--- src/rtl/pc_pkg.sv ---
// pc_pkg: op encodings shared by the decoder, the pc_stack sequencer and its bench
package pc_pkg;
    localparam int OP_W = 3;
    typedef enum logic [OP_W-1:0] {
        OP_NEXT  = 3'd0,
        OP_SKIP  = 3'd1,
        OP_JUMP  = 3'd2,
        OP_JPAGE = 3'd3,
        OP_CALL  = 3'd4,
        OP_RET   = 3'd5
    } op_e;
endpackage

--- src/rtl/call_stack.sv ---
// call_stack: circular return-address LIFO; a push while full overwrites the oldest entry
module call_stack #(
    parameter int W     = 12,
    parameter int DEPTH = 3
) (
    input  logic                       clk,
    input  logic                       reset,
    input  logic                       push,
    input  logic                       pop,
    input  logic [W-1:0]               wdata,
    output logic [W-1:0]               rdata,
    output logic [$clog2(DEPTH+1)-1:0] depth,
    output logic                       full,
    output logic                       empty,
    output logic                       ovf_evt,
    output logic                       unf_evt
);
    localparam int PTR_W = DEPTH > 1 ? $clog2(DEPTH) : 1;
    localparam int CNT_W = $clog2(DEPTH + 1);
    logic [W-1:0]     r_mem [DEPTH];
    logic [PTR_W-1:0] r_ptr;
    logic [CNT_W-1:0] r_cnt;
    logic [PTR_W-1:0] w_ptr_inc;
    logic [PTR_W-1:0] w_ptr_dec;
    // r_ptr is the next write slot; once full it also points at the oldest entry
    assign w_ptr_inc = r_ptr == PTR_W'(DEPTH - 1) ? '0 : r_ptr + 1'b1;
    assign w_ptr_dec = r_ptr == '0 ? PTR_W'(DEPTH - 1) : r_ptr - 1'b1;
    assign full      = r_cnt == CNT_W'(DEPTH);
    assign empty     = r_cnt == '0;
    assign depth     = r_cnt;
    assign rdata     = r_mem[w_ptr_dec];
    assign ovf_evt   = push && full;
    assign unf_evt   = pop && empty;
    always_ff @(posedge clk or posedge reset) begin
        if (reset) begin
            r_ptr <= '0;
            r_cnt <= '0;
            for (int i = 0; i < DEPTH; i++) r_mem[i] <= '0;
        end else if (push) begin
            r_mem[r_ptr] <= wdata;
            r_ptr        <= w_ptr_inc;
            r_cnt        <= full ? r_cnt : r_cnt + 1'b1;
        end else if (pop && !empty) begin
            r_ptr <= w_ptr_dec;
            r_cnt <= r_cnt - 1'b1;
        end
    end
endmodule

--- src/rtl/pc_stack.sv ---
// pc_stack: program counter with next-address mux, call/return stack and sticky error flags
module pc_stack
    import pc_pkg::*;
#(
    parameter int ADDR_W = 12,
    parameter int DEPTH  = 3,
    parameter int PAGE_W = 8
) (
    input  logic                       clk,
    input  logic                       reset,
    input  logic                       en,
    input  logic [OP_W-1:0]            op,
    input  logic [ADDR_W-1:0]          target,
    input  logic                       clr_err,
    output logic [ADDR_W-1:0]          adr,
    output logic [$clog2(DEPTH+1)-1:0] depth,
    output logic                       stack_full,
    output logic                       stack_empty,
    output logic                       ovf,
    output logic                       unf
);
    logic [ADDR_W-1:0] r_adr;
    logic [ADDR_W-1:0] w_inc;
    logic [ADDR_W-1:0] w_next;
    logic [ADDR_W-1:0] w_rdata;
    logic              w_push;
    logic              w_pop;
    logic              w_ovf_evt;
    logic              w_unf_evt;
    logic              r_ovf;
    logic              r_unf;
    assign w_inc  = r_adr + 1'b1;
    assign w_push = en && op == OP_CALL;
    assign w_pop  = en && op == OP_RET;
    // the JPAGE page comes from inc so the last word of a page jumps into the next one
    always_comb
        w_next = op == OP_SKIP                   ? r_adr + ADDR_W'(2) :
                 op == OP_JUMP || op == OP_CALL  ? target :
                 op == OP_JPAGE                  ? {w_inc[ADDR_W-1:PAGE_W], target[PAGE_W-1:0]} :
                 op == OP_RET && !stack_empty    ? w_rdata :
                                                   w_inc;
    always_ff @(posedge clk or posedge reset) begin
        if (reset) begin
            r_adr <= '0;
            r_ovf <= 1'b0;
            r_unf <= 1'b0;
        end else begin
            if (en) r_adr <= w_next;
            r_ovf <= (r_ovf && !clr_err) || w_ovf_evt;
            r_unf <= (r_unf && !clr_err) || w_unf_evt;
        end
    end
    call_stack #(.W(ADDR_W), .DEPTH(DEPTH)) u_stack (
        .clk    (clk),
        .reset  (reset),
        .push   (w_push),
        .pop    (w_pop),
        .wdata  (w_inc),
        .rdata  (w_rdata),
        .depth  (depth),
        .full   (stack_full),
        .empty  (stack_empty),
        .ovf_evt(w_ovf_evt),
        .unf_evt(w_unf_evt)
    );
    assign adr = r_adr;
    assign ovf = r_ovf;
    assign unf = r_unf;
endmodule

--- config.mk ---
export PLATFORM = sky130hd
export DESIGN_NAME = pc_stack
export DESIGN_NICKNAME = d
export VERILOG_FILES = /design/src/rtl/pc_pkg.sv /design/src/rtl/call_stack.sv /design/src/rtl/pc_stack.sv
export SDC_FILE = /design/constraint.sdc
export NUM_CORES = 1
export LEC_CHECK = 0
export CAP_MARGIN = 20
export CORE_AREA = 3 3 91 128
export DETAILED_ROUTE_END_ITERATION = 8
export DIE_AREA = 0 0 94 131
export GPL_TIMING_DRIVEN = 0
export SYNTH_ARGS = -nofsm -noshare
export SYNTH_HDL_FRONTEND = slang
export SYNTH_SLANG_ARGS = --single-unit
--- constraint.sdc ---
create_clock -name clk -period 2.15 [get_ports clk]
set_clock_uncertainty 0.05 [all_clocks]
set_input_delay 0.3225 -clock clk [delete_from_list [all_inputs] [get_ports clk]]
set_output_delay 0.3225 -clock clk [all_outputs]
set_load 0.01 [all_outputs]
# Word-level counts from Yosys, hierarchy flattened
# Index checks and enable logic that the tools add are counted.
[op_classes]
add_sub_neg = 6
n_mul = 0
div_mod_pow = 0
n_lt_le_gt_ge = 3
eq_ne = 8
shift = 0
muxes = 17
n_bitwise = 2
n_reduce_logical = 18
[ops]
columns = ["op", "n"]
rows = [
  ["$mux 12", 7],
  ["$bwmux 36", 1],
  ["$bmux 12 s2", 1],
  ["$demux 12 s2", 1],
  ["$mux 2", 7],
  ["$add 12x1->12 const B", 1],
  ["$add 12x2->12 const B", 1],
  ["$logic_and 1x1->1", 9],
  ["$eq 3x2->1 const B", 2],
  ["$eq 3x3->1 const B", 2],
  ["$ge 3x3->1 const B", 2],
  ["$not 2->3", 2],
  ["$add 2x1->2 const B", 2],
  ["$eq 2x2->1 const B", 2],
  ["$logic_not 2->1", 2],
  ["$sub 2x1->2 const B", 2],
  ["$eq 3x1->1 const B", 1],
  ["$logic_or 1x1->1", 3],
  ["$lt 3x1->1 const B", 1],
  ["$logic_not 1->1", 2],
  ["$ne 2x2->1 const B", 1],
  ["$reduce_and 2->1", 1],
  ["$reduce_bool 2->1", 1],
]
[word_totals]
regBits = 54
latchBits = 0
ram_bits = 0
mem_bits_ro = 0
input_bits = 19
wordCells = 62
memories = 0

# Longest topological paths before layout
# Gate-level depths: netlist of the first run.
[depth]
depth_word = 10
depth_mapped = 9
depth_no_buf = 7

# Cells and area by module
# From an unflattened synthesis of the first run, not the netlist that was laid out.
[hier_totals]
cells_unflattened = 343
hier_area_um2 = 3427.0
[by_module_without_submodules]
columns = ["mod", "n_inst", "cells_per_inst", "area_per_inst_um2", "seq_area_each_um2"]
rows = [
  ["call_stack", 1, 155, 1961.9, 1001.0],
  ["pc_stack", 1, 188, 1465.2, 350.3],
]

# Least setup slack after synthesis of the first run
# OpenSTA, ideal clock, no wires.
[synth_path]
path_kind = "reg-to-reg"
from = "register u_stack.r_ptr[0]"
to = "register r_adr[8] (netlist: adr[8])"
t_arrival_ps = 1824
required_time_ps = 1974
slack_ps = 150
path_stages_with_launch = 10
synth_period_minus_slack_ps = 2000
cell_sequence = "dfrtp_1 -> inv_1 -> ha_1 -> buf_2 -> buf_4 -> mux2i_1 -> nor2_1 -> a211oi_1 -> a211oi_1 -> a221o_1"
[synth_via]
elab_chain_cells = 10
elab_cells_between_ends = 11
cone_classes = "add/sub (1); mux (8); bitwise (1); reduce/logical (1)"
[synth_rtl]
columns = ["item", "line", "source"]
rows = [
  ["start: declaration", "call_stack.sv:21", "logic [PTR_W-1:0] r_ptr;"],
  ["start signal: assignment", "call_stack.sv:41", "r_ptr <= w_ptr_inc;"],
  ["start signal: assignment", "call_stack.sv:44", "r_ptr <= w_ptr_dec;"],
  ["$sub 2x1->2 / $logic_not 2->1 (equally long branches)", "call_stack.sv:27", "assign w_ptr_dec = r_ptr == '0 ? PTR_W'(DEPTH - 1) : r_ptr - 1'b1;"],
  ["$mux 2 *", "call_stack.sv:27", ""],
  ["$not 2->3 (not written as such) *", "call_stack.sv:31", "assign rdata = r_mem[w_ptr_dec];"],
  ["$bmux 12 s2 *", "call_stack.sv:31", ""],
  ["$mux 12 (not written as such) * (2 in a row)", "call_stack.sv:31", ""],
  ["$mux 12 *", "pc_stack.sv:40", "op == OP_RET && !stack_empty ? w_rdata :"],
  ["$mux 12 *", "pc_stack.sv:39", "op == OP_JPAGE ? {w_inc[ADDR_W-1:PAGE_W], target[PAGE_W-1:0]} :"],
  ["$mux 12 *", "pc_stack.sv:38", "op == OP_JUMP || op == OP_CALL ? target :"],
  ["$mux 12 *", "pc_stack.sv:37", "w_next = op == OP_SKIP ? r_adr + ADDR_W'(2) :"],
  ["end signal: assignment", "pc_stack.sv:48", "if (en) r_adr <= w_next;"],
  ["end: declaration", "pc_stack.sv:22", "logic [ADDR_W-1:0] r_adr;"],
]
# Every way passes the cells marked *; elsewhere a longest branch is shown, timed or not. The select of a mux whose other input is x is not followed.
# A chain may end at the register's enable or synchronous reset.

# Worst setup path after layout of the first run
[layout_path]
from = "register u_stack.r_cnt[0] (netlist: u_stack.depth[0])"
to = "output port stack_empty"
[layout_via]
elab_chain_cells = 1
[layout_rtl]
columns = ["item", "line", "source"]
rows = [
  ["start: declaration", "call_stack.sv:22", "logic [CNT_W-1:0] r_cnt;"],
  ["start signal: assignment", "call_stack.sv:42", "r_cnt <= full ? r_cnt : r_cnt + 1'b1;"],
  ["start signal: assignment", "call_stack.sv:45", "r_cnt <= r_cnt - 1'b1;"],
  ["$logic_not 2->1", "call_stack.sv:29", "assign empty = r_cnt == '0;"],
  ["end: declaration", "pc_stack.sv:18", "output logic stack_empty,"],
]
# Every way passes these cells.

==> out/summary.log, run 1 <==
INFO  worst_setup_path worst_r2r_endpoint=adr[8]
INFO  logic_synthesis synthesis.yosys.warnings=0
INFO  timing         slew_headroom=0.617
INFO  worst_setup_path largest_fanout_of_any_net_on_the_critical_path=7
INFO  logic_synthesis syn_inst=344
INFO  timing         period_needed=2.06ns
INFO  cells_and_area antenna_cells=0
INFO  power          p_leak=1.65nW
INFO  logic_synthesis synth_area_per_cell=9.16µm²
INFO  logic_synthesis synth-main-ff-cell=sky130_fd_sc_hd__dfrtp_1
INFO  cells_and_area mostFrequentLayoutCell=sky130_fd_sc_hd__dfrtp_1
INFO  drt            detailedRoute.firstIterationViolations=142
INFO  floorplanning  die_width=94µm
INFO  drt            avgViaCountPerCell=5.05
INFO  logic_synthesis synth_sequential_area_ratio=0.429
INFO  cells_and_area instances_no_fill=537
INFO  cts            root_buffer=sky130_fd_sc_hd__clkbuf_16
INFO  place          placement.setup.worst_slack=-0.381ns
INFO  floorplanning  rows=45
INFO  worst_setup_path reg2reg_setup_slack=0.13ns
INFO  worst_setup_path crit-reg2reg-launch=u_stack.r_ptr[0]
INFO  place          place.gp.congestion=0.831
INFO  worst_hold_path min_path_type=in2async
INFO  cells_and_area design.final.nets=422
INFO  run            max_cap_violations=0
INFO  drt            route.vias.total=2714
INFO  worst_setup_path timing.critical_path.buf_inv=2
INFO  logic_synthesis async_flop_share=1.00
INFO  worst_setup_path critPathRequiredTime=1.78ns
INFO  global_routing pin_count_of_the_biggest_net_entering_global_routing=39
INFO  timing         setup-violations-final=0
INFO  timing         max_slew.worst_pin.slew=0.572ns
INFO  worst_setup_path reg2regPathDepth=8
INFO  logic_synthesis postSynthNetCount=371
INFO  floorplanning  floorplan.die.height=131µm
INFO  place          numPlacedInstances=522
INFO  logic_synthesis number_of_synthesized_flops_with_an_enable_pin=0
INFO  floorplanning  top_level_ports=37
INFO  place          port_buffers=36
INFO  drt            detail_route.first_pass.iterations=4
INFO  global_routing wire_length_of_the_first_global_routing_pass=14.2mm
INFO  cts            clock_tree.htree_level_count=2
INFO  cts            cts_sinks=54
INFO  worst_setup_path crit_path_from=u_stack.depth[0]
INFO  floorplanning  die_area=12300µm²
INFO  worst_setup_path worst_path_largest_cell_delay=0.60ns
INFO  timing         setup_total_negative_slack=0ns
INFO  floorplanning  initial_utilization=0.295
INFO  global_routing grtUsageTotal=0.147
INFO  worst_setup_path critical_path_cell_count=3
INFO  power          power.ir.vdd_worst=0.449mV
INFO  drt            post_drt_wl_per_cell=16.2µm
INFO  logic_synthesis synth.distinct_cells=60
INFO  cts            clock_insertion_delay_worst_skew=0.30ns
INFO  cells_and_area final_cell_mix=sky130_fd_sc_hd__dfrtp_1, sky130_fd_sc_hd__nor2_1, sky130_fd_sc_hd__a21oi_1, sky130_fd_sc_hd__clkdlybuf4s50_1, sky130_fd_sc_hd__nand2_1
INFO  logic_synthesis synthesis.area=3150µm²
INFO  worst_setup_path worstSetupStartpointType=register
INFO  drt            postRouteWirelength=8.69mm
INFO  global_routing grt_overflow=0
INFO  power          cell_pwr_density=1230nW/µm²
INFO  cells_and_area layout-drive-gt1-share=0.162
INFO  floorplanning  coreArea=10700µm²
INFO  global_routing first_global_vias=2799
INFO  logic_synthesis ys_ff_latch=54
INFO  timing         final_critical_path_setup_slack=0.0851ns
INFO  cts            tritoncts.num_buffers=5
INFO  timing         fmaxAchievable=0.484GHz
INFO  place          post-dp-hpwl=6.50mm
INFO  outcome        run_status=finished clean
INFO  timing         final_min_period_over_clock_period=0.960
INFO  worst_setup_path critical_path.endpoint_type=output pin
INFO  worst_setup_path worst_path_dominant_cell_family=buffers and inverters
INFO  worst_setup_path worst-setup-path-type=reg2out
INFO  cts            clock_tree_from_tritoncts=yes
INFO  worst_setup_path crit_path_top_delay_cell=sky130_fd_sc_hd__clkdlybuf4s50_1
INFO  cts            path_clk_slew=0.07ns
INFO  drt            postRouteAntennaNets=0
INFO  timing         slew_violations=0
INFO  worst_setup_path crit_chain=clkbuf_2 -> nor2_2 -> clkdlybuf4s50_1
INFO  worst_setup_path critPathArrivalTime=1.69ns
INFO  cells_and_area core_util_final=0.376
INFO  drt            remaining_drc_errors=0
INFO  cells_and_area area_delta_synth_final=27.5%
INFO  worst_setup_path worstSetupEndpoint=stack_empty
INFO  timing         final-hold-violation-count=0
INFO  cts            cts-root-to-sink-buffers=2
INFO  global_routing antenna_found_initial=0
area by class of cell:
type                       instances  area [µm²]
fill                            1097        6680
tap                              141         176
timing repair buffer              45         458
buffer                            22         146
clock buffer                       5         125
clock inverter                     3        23.8
multi-input combinational        259        1700
sequential                        54        1350
inverter                           8        30.0
cell families (layout without fill, tap and decap cells):
| family | after synthesis | after routing | share of synthesized area |
|---|---|---|---|
| multiplexers | 17 | 17 | 0.0556 |
| AND/OR/NAND/NOR | 118 | 118 | 0.190 |
| buffers and inverters | 31 | 83 | 0.0496 |
| AO/OA/AOI/OAI | 106 | 106 | 0.216 |
| XOR/XNOR | 10 | 10 | 0.0278 |
| flip-flops | 54 | 54 | 0.429 |
| adder cells (fa/ha/maj) | 8 | 8 | 0.0318 |
report_power, final:
part / leakage [nW] / total [W] / internal [W] / switching (W)
clock network: 0.0664 / 0.000829 / 0.000437 / 0.000392
registers: 0.648 / 0.00178 / 0.00145 / 0.000328
logic: 0.932 / 0.00233 / 0.00116 / 0.00117
through the flow:
stage               hold WS (ns)  cell area [µm²]  power [W]
floorplan                  0.397             3150    0.00315
global placement           0.416             3690    0.00375
detailed placement         0.428             3710    0.00381
CTS                        0.300             3900    0.00474
global route               0.320             4020    0.00532
finish                     0.284             4020    0.00494
cells in the mapped netlist, types with 5 or more instances:
library cell,n,area (µm²)
sky130_fd_sc_hd__nor3_1,8,40.0
sky130_fd_sc_hd__a21oi_1,46,230
sky130_fd_sc_hd__xnor2_1,8,70.1
sky130_fd_sc_hd__dfrtp_1,54,1350
sky130_fd_sc_hd__nand2_1,20,75.1
sky130_fd_sc_hd__buf_4,5,37.5
sky130_fd_sc_hd__buf_2,9,45.0
sky130_fd_sc_hd__o21ai_0,14,70.1
sky130_fd_sc_hd__and2_1,5,31.3
sky130_fd_sc_hd__clkbuf_1,6,22.5
sky130_fd_sc_hd__nand4_1,5,31.3
sky130_fd_sc_hd__inv_1,7,26.3
sky130_fd_sc_hd__ha_1,8,100
sky130_fd_sc_hd__mux2i_1,13,130
sky130_fd_sc_hd__a211oi_1,9,67.6
sky130_fd_sc_hd__nand3_1,7,35.0
sky130_fd_sc_hd__nor2_1,50,188
how the worst min path moves through the flow:
stage | start | to | cells after the start
2_1_floorplan | u_stack.r_mem[0] | u_stack.r_mem[0] | 2
3_3_place_gp | u_stack.r_mem[24] | u_stack.r_mem[24] | 2
3_5_place_dp | u_stack.r_mem[24] | u_stack.r_mem[24] | 2
4_1_cts | reset | adr[4] | 2
5_1_grt | reset | adr[4] | 2
6_report | reset | u_stack.r_ptr[0] | 2
timing repair:
| action | 4_1_cts | 5_1_grt |
|---|---|---|
| setup endpoints to repair | 8 | 39 |
| pin swaps | 0 | 2 |
| resized for setup | 11 | 15 |
| hold buffers | 0 | 0 |
| buffers inserted | 0 | 8 |
flip-flops by register name, indices dropped and copies added (netlist names):
name           cells
unf                1
adr               12
u_stack.depth      2
ovf                1
u_stack.r_mem     36
u_stack.r_ptr      2
per-layer routing:
metal | track usage | share of wire | up-vias
met2 | 0.273 | 0.55 | 42
met4 | 0.0612 | 0.026 | 0
met5 | 0 | 0 | -
met1 | 0.163 | 0.39 | 1323
met3 | 0.0281 | 0.029 | 12
li1 | - | - | 1337
Note: power is estimated with default switching activity, not from simulation.
==> inputs of run 2 (changes only) <==
--- a/config.mk
+++ b/config.mk
@@ -10,6 +10,7 @@
 export DETAILED_ROUTE_END_ITERATION = 8
 export DIE_AREA = 0 0 94 131
 export GPL_TIMING_DRIVEN = 0
+export SLEW_MARGIN = 20
 export SYNTH_ARGS = -nofsm -noshare
 export SYNTH_HDL_FRONTEND = slang
 export SYNTH_SLANG_ARGS = --single-unit
==> run 2 against run 1 <==
- critical path depth did not move
- sequential cell count did not move
- clock-buffer cell count unchanged
- sequential power about the same
- fmax shrank 0.56%
==> out/summary.log, run 2 (synthesis gave the netlist of run 1 again) <==
INFO  drt            remaining_drc_errors=0 [unchanged]
INFO  cts            root_buffer=sky130_fd_sc_hd__clkbuf_16
INFO  timing         rsz_0062_raised_after_global_routing=false
INFO  cts            cts_sinks=54 [unchanged]
INFO  global_routing grtUsageTotal=0.149 [+0.00147]
INFO  drt            avgViaCountPerCell=5.12 [+1.2%]
INFO  worst_setup_path worst_path_largest_cell_delay=0.60ns [about the same]
INFO  floorplanning  rows=45 [unchanged]
INFO  worst_setup_path timing.critical_path.buf_inv=2 [unchanged]
INFO  timing         slew_headroom=0.539 [-0.0788]
INFO  place          post-dp-hpwl=6.41mm [-1.4%]
INFO  outcome        run_status=finished clean
INFO  timing         fin_hold_ws=0.440ns [+0.155 ns]
INFO  global_routing wire_length_of_the_first_global_routing_pass=14.4mm [+1.0%]
INFO  cells_and_area mostFrequentLayoutCell=sky130_fd_sc_hd__dfrtp_1
INFO  global_routing pin_count_of_the_biggest_net_entering_global_routing=55 [+41%]
INFO  timing         fmaxAchievable=0.482GHz [-0.56%]
INFO  timing         final_min_period_over_clock_period=0.966 [+0.00540]
INFO  cells_and_area registers.top_by_ff_count=u_stack.r_mem
INFO  cells_and_area design.final.nets=418 [-0.95%]
INFO  worst_setup_path critical_path.endpoint_type=output pin
INFO  floorplanning  die_width=94µm [unchanged]
INFO  timing         setup-violations-final=0 [unchanged]
INFO  worst_setup_path largest_fanout_of_any_net_on_the_critical_path=7 [unchanged]
INFO  cells_and_area final_cell_mix=sky130_fd_sc_hd__dfrtp_1, sky130_fd_sc_hd__nor2_1, sky130_fd_sc_hd__a21oi_1, sky130_fd_sc_hd__clkdlybuf4s50_1, sky130_fd_sc_hd__nand2_1
INFO  worst_setup_path reg2regPathDepth=6 [-2]
INFO  place          place.gp.congestion=0.831 [unchanged]
INFO  drt            post_drt_wl_per_cell=16.2µm [about the same]
INFO  worst_hold_path min_path_type=in2async
INFO  worst_setup_path critPathRequiredTime=1.78ns [about the same]
INFO  floorplanning  initial_utilization=0.295 [unchanged]
INFO  cells_and_area core_util_final=0.371 [-0.00456]
INFO  drt            postRouteAntennaNets=0 [unchanged]
INFO  place          port_buffers=36 [unchanged]
INFO  timing         period_needed=2.08ns [+0.0116 ns]
INFO  worst_setup_path worstSetupStartpointType=register
INFO  timing         final-hold-violation-count=0 [unchanged]
INFO  drt            detail_route.first_pass.iterations=4 [unchanged]
INFO  worst_setup_path worst-setup-path-type=reg2out
INFO  cts            tritoncts.num_buffers=5 [unchanged]
INFO  power          p_leak=1.63nW [-1.0%]
INFO  timing         slew_violations=0 [unchanged]
INFO  global_routing grt_overflow=0 [unchanged]
INFO  run            max_cap_violations=0 [unchanged]
INFO  drt            detailedRoute.firstIterationViolations=134 [-5.6%]
INFO  global_routing first_global_vias=2793 [-0.21%]
INFO  drt            postRouteWirelength=8.63mm [-0.75%]
INFO  worst_setup_path worst_path_dominant_cell_family=buffers and inverters
INFO  worst_setup_path critical_path_cell_count=3 [unchanged]
INFO  cts            path_clk_slew=0.07ns [about the same]
INFO  floorplanning  floorplan.die.height=131µm [unchanged]
INFO  global_routing antenna_found_initial=0 [unchanged]
INFO  cells_and_area antenna_cells=0 [unchanged]
INFO  worst_setup_path critPathArrivalTime=1.70ns [about the same]
INFO  floorplanning  top_level_ports=37 [unchanged]
INFO  floorplanning  die_area=12300µm² [unchanged]
INFO  cts            clock_tree_from_tritoncts=yes
INFO  cells_and_area largest_register_ffs=36 [unchanged]
INFO  timing         max_slew.worst_pin.slew=0.692ns [+0.120 ns]
INFO  cells_and_area layout-drive-gt1-share=0.153 [-0.00855]
INFO  cts            clock_insertion_delay_worst_skew=0.29ns [about the same]
INFO  power          cell_pwr_density=1230nW/µm² [+0.13%]
INFO  cts            clock_tree.htree_level_count=2 [unchanged]
INFO  cells_and_area area_delta_synth_final=25.9%
INFO  floorplanning  coreArea=10700µm² [unchanged]
INFO  worst_setup_path crit_path_top_delay_cell=sky130_fd_sc_hd__clkdlybuf4s50_1
INFO  worst_setup_path crit_chain=clkbuf_2 -> nor2_2 -> clkdlybuf4s50_1
INFO  power          power.ir.vdd_worst=0.394mV [-12%]
INFO  cells_and_area nFillCells=1090 [-0.64%]
INFO  worst_setup_path reg2reg_setup_slack=0.10ns [-0.03 ns]
INFO  cts            cts-root-to-sink-buffers=2 [unchanged]
INFO  drt            route.vias.total=2727 [+0.48%]
run 2: cell types whose count changed in the layout (fill, tap and decap cells not counted), sizes merged:
cell	before	now
buf	25	21
clkinvlp	2	0
bufinv	0	1
clkdlybuf4s50	34	35
clkinv	1	2
dlymetal6s2s	2	1
run 2: per-layer routing:
metal	vias to the layer above	routed length, µm	share of wire	GRT usage
li1	1333	-	-	-
met1	1300	3470	0.40	0.171
met2	75	4530	0.53	0.266
met3	19	296	0.034	0.0223
met4	0	327	0.038	0.0740
met5	-	0	0	0
run 2: final cells by class:
| cell class | count | area [µm²] | area share |
|---|---|---|---|
| clock inverters | 3 | 47.5 | 0.0120 |
| repair buffers | 41 | 413 | 0.104 |
| well taps | 141 | 176 | 0.0445 |
| flip-flops and latches | 54 | 1350 | 0.341 |
| plain buffers | 22 | 138 | 0.0347 |
| inverters | 8 | 32.5 | 0.00820 |
| clock buffers | 5 | 125 | 0.0315 |
| multi-input cells | 259 | 1680 | 0.424 |
run 2: worst paths after layout:
check                                   from                end
max                         u_stack.depth[0]        stack_empty
min reg2reg                u_stack.r_mem[24]  u_stack.r_mem[24]
max in group asynchronous              reset             adr[1]
max reg2reg                           adr[0]             adr[8]
min in group clk           u_stack.r_mem[24]  u_stack.r_mem[24]
min                                    reset                unf
run 2: repair_timing:
action / CTS / global route
buffers inserted: 1 / 4
pin swaps: 0 / 3
setup endpoints to repair: 8 / 37
resized for setup: 10 / 11
hold buffers: 0 / 0
run 2: stage by stage:
step	setup WS, ns	total power [W]	setup TNS [ns]	cell area (µm²)	cells
global route	0.0108	0.00526	0	3970	533
floorplan	0.150	0.00315	0	3150	344
detailed placement	-0.392	0.00382	-8.51	3690	521
CTS	0.0147	0.00487	0	3910	530
global placement	-0.602	0.00375	-40.70	3690	521
finish	0.0735	0.00489	0	3970	533
run 2: power breakdown:
| group | switching (W) | total (W) | internal (W) |
|---|---|---|---|
| sequential | 0.000318 | 0.00177 | 0.00145 |
| combinational | 0.00112 | 0.00216 | 0.00104 |
| clock | 0.000401 | 0.000957 | 0.000557 |
| total | 0.00184 | 0.00489 | 0.00305 |
==> inputs of run 3 (changes only) <==
--- a/config.mk
+++ b/config.mk
@@ -5,11 +5,11 @@
 export SDC_FILE = /design/constraint.sdc
 export NUM_CORES = 1
 export LEC_CHECK = 0
-export CAP_MARGIN = 20
-export CORE_AREA = 3 3 91 128
+export CORE_AREA = 3 3 72 100
 export DETAILED_ROUTE_END_ITERATION = 8
-export DIE_AREA = 0 0 94 131
+export DIE_AREA = 0 0 75 103
 export GPL_TIMING_DRIVEN = 0
+export PLACE_DENSITY = 0.71
 export SLEW_MARGIN = 20
 export SYNTH_ARGS = -nofsm -noshare
 export SYNTH_HDL_FRONTEND = slang
==> run 3 against run 2 <==
- cell area fell by 3.3%
- die area fell by 37%
- highest routed layer unchanged
- first-iteration DRC count rose by 54%
- worst setup slack improved by 0.023 ns
==> out/summary.log, run 3 (synthesis gave the netlist of run 1 again) <==
INFO  power          switching_power=0.00185W [+0.74%]
INFO  power          switching_share=0.389 [+0.0125]
INFO  drt            route.vias.total=2699 [-1.0%]
INFO  cells_and_area mostFrequentLayoutCell=sky130_fd_sc_hd__dfrtp_1
INFO  worst_setup_path critical_path.endpoint_type=register
INFO  cells_and_area instances_no_fill=466 [-13%]
INFO  timing         period_needed=2.05ns [-0.0226 ns]
INFO  timing         setup-violations-final=0 [unchanged]
INFO  power          share_comb_of_total_power=0.498 [+0.056]
INFO  cts            clock_tree.htree_level_count=2 [unchanged]
INFO  drt            avgViaCountPerCell=5.79 [+13%]
INFO  drt            postRouteWirelength=7.91mm [-8.3%]
INFO  place          post-dp-hpwl=5.80mm [-9.5%]
INFO  cells_and_area layout-drive-gt1-share=0.162 [+0.00938]
INFO  place          place.gp.congestion=0.832 [about the same]
INFO  worst_setup_path worstSetupStartpointType=register
INFO  power          power.ir.vdd_worst=0.652mV [+65%]
INFO  worst_setup_path critPathArrivalTime=2.21ns [+0.51 ns]
INFO  floorplanning  rows=34 [-24%]
INFO  global_routing pin_count_of_the_biggest_net_entering_global_routing=55 [unchanged]
INFO  worst_setup_path largest_fanout_of_any_net_on_the_critical_path=8 [+1]
INFO  cts            tritoncts.num_buffers=5 [unchanged]
INFO  cells_and_area area_delta_synth_final=21.8%
INFO  cts            path_clk_slew=0.11ns [+0.04 ns]
INFO  place          port_buffers=36 [unchanged]
INFO  timing         slew_violations=0 [unchanged]
INFO  cts            clock_insertion_delay_worst_skew=0.32ns [+0.03 ns]
INFO  cells_and_area largest_register_ffs=36 [unchanged]
INFO  power          p_leak=1.60nW [-1.7%]
INFO  timing         fmaxAchievable=0.487GHz [+1.1%]
INFO  run            max_cap_violations=0 [unchanged]
INFO  drt            remaining_drc_errors=0 [unchanged]
INFO  place          post_dp_cell_area=3600µm² [-2.3%]
INFO  global_routing grtUsageTotal=0.217 [+0.0679]
INFO  global_routing antenna_found_initial=0 [unchanged]
INFO  drt            detailedRoute.firstIterationViolations=207 [+54%]
INFO  cts            root_buffer=sky130_fd_sc_hd__clkbuf_8
INFO  drt            postRouteAntennaNets=0 [unchanged]
INFO  floorplanning  die_area=7730µm² [-37%]
INFO  worst_hold_path min_path_type=in2async
INFO  timing         final_critical_path_setup_slack=0.0961ns [+0.0226 ns]
INFO  cells_and_area antenna_cells=0 [unchanged]
INFO  timing         slew_headroom=0.546 [+0.00747]
INFO  cells_and_area design.final.nets=420 [+0.48%]
INFO  floorplanning  top_level_ports=37 [unchanged]
INFO  cells_and_area registers.top_by_ff_count=u_stack.r_mem
INFO  global_routing first_global_vias=2579 [-7.7%]
INFO  worst_setup_path critPathRequiredTime=2.30ns [+0.52 ns]
INFO  timing         max_slew.worst_pin.slew=0.681ns [-0.0112 ns]
INFO  timing         final-hold-violation-count=0 [unchanged]
INFO  outcome        run_status=finished clean
INFO  cells_and_area nFillCells=585 [-46%]
INFO  floorplanning  coreArea=6340µm² [-41%]
INFO  global_routing wire_length_of_the_first_global_routing_pass=12.8mm [-11%]
INFO  power          cell_pwr_density=1240nW/µm² [+0.84%]
INFO  timing         final_min_period_over_clock_period=0.955 [-0.0105]
INFO  power          seqPwrFrac=0.372 [+0.010]
INFO  floorplanning  initial_utilization=0.497 [+0.203]
INFO  floorplanning  floorplan.die.height=103µm [-21%]
INFO  cts            cts_sinks=54 [unchanged]
INFO  cells_and_area final_design_area_no_fill=3840µm² [-3.3%]
INFO  drt            detail_route.first_pass.iterations=4 [unchanged]
INFO  global_routing grt_overflow=0 [unchanged]
INFO  drt            post_drt_wl_per_cell=17.0µm [+4.9%]
INFO  power          internal=0.00291W [-4.5%]
INFO  cts            clock_tree_from_tritoncts=yes
INFO  worst_setup_path worst-setup-path-type=reg2reg
INFO  cells_and_area final_cell_mix=sky130_fd_sc_hd__dfrtp_1, sky130_fd_sc_hd__nor2_1, sky130_fd_sc_hd__a21oi_1, sky130_fd_sc_hd__clkdlybuf4s50_1, sky130_fd_sc_hd__nand2_1
INFO  floorplanning  die_width=75µm [-20%]
INFO  place          placement.setup.worst_slack=-0.362ns [+0.0301 ns]
INFO  place          numPlacedInstances=452 [-13%]
INFO  cts            cts-root-to-sink-buffers=2 [unchanged]
INFO  power          power.clock.fraction=0.129 [-0.067]
## run 3: per-stage QoR
step | total power [W] | hold WS (ns) | utilization | TNS, ns
2_1_floorplan | 0.00315 | 0.397 | - | 0
5_1_grt | 0.00513 | 0.467 | 0.605 | -0.0297
4_1_cts | 0.00454 | 0.435 | 0.590 | 0
3_5_place_dp | 0.00381 | 0.428 | 0.569 | -7.56
3_3_place_gp | 0.00373 | 0.414 | 0.568 | -38.47
6_report | 0.00476 | 0.412 | 0.605 | 0
## run 3: metal layers
layer  part of all wire  global-route usage
met5                  0                   0
met4              0.014              0.0740
met3              0.027              0.0302
met2               0.50               0.366
met1               0.45               0.281
## run 3: what timing repair did
item / 4_1_cts / 5_1_grt
hold buffers: 0 / 0
gates cloned: 0 / 0
endpoints found under the setup margin: 7 / 7
resized for setup: 11 / 16
pin swaps: 0 / 2
setup buffers: 0 / 7
## run 3: power groups by stage
stage | clock, W | combinational (W) | sequential, W
3_3_place_gp | 0 | 0.00198 | 0.00175
6_report | 0.000615 | 0.00237 | 0.00177
5_1_grt | 0.000679 | 0.00262 | 0.00183
2_1_floorplan | 0 | 0.00141 | 0.00175
4_1_cts | 0.000641 | 0.00213 | 0.00176
3_5_place_dp | 0 | 0.00203 | 0.00178
## run 3: critical path, stage by stage (launching register included)
cell and delay [ns]:
sky130_fd_sc_hd__dfrtp_1 0.43, sky130_fd_sc_hd__inv_2 0.09, sky130_fd_sc_hd__ha_4 0.27, sky130_fd_sc_hd__buf_6 0.12
sky130_fd_sc_hd__buf_12 0.12, sky130_fd_sc_hd__buf_4 0.12, sky130_fd_sc_hd__mux2i_1 0.22, sky130_fd_sc_hd__o21ai_0 0.10
sky130_fd_sc_hd__nor4_1 0.36, sky130_fd_sc_hd__nor4_2 0.06
## run 3: path summary, 6_finish.rpt
check | to | start | slack (ns) | cells after the start
max | adr[11] | u_stack.r_ptr[1] | 0.1 | 9
min | u_stack.r_mem[12] | reset | 0.41 | 2
max reg2reg | adr[11] | u_stack.r_ptr[1] | 0.1 | 9
min reg2reg | u_stack.r_mem[24] | u_stack.r_mem[24] | 0.44 | 2
max in group asynchronous | adr[2] | reset | 1.17 | 2
min in group clk | u_stack.r_mem[24] | u_stack.r_mem[24] | 0.44 | 2
## run 3: layout make-up
type | instances | area (µm²) | share of cell area
Buffer | 22 | 148 | 0.0385
Clock inverter | 3 | 28.8 | 0.00750
Sequential cell | 54 | 1350 | 0.353
Multi-Input combinational cell | 259 | 1700 | 0.444
Clock buffer | 5 | 68.8 | 0.0179
Inverter | 8 | 32.5 | 0.00848
Timing Repair Buffer | 43 | 413 | 0.108
Tap cell | 72 | 90.1 | 0.0235
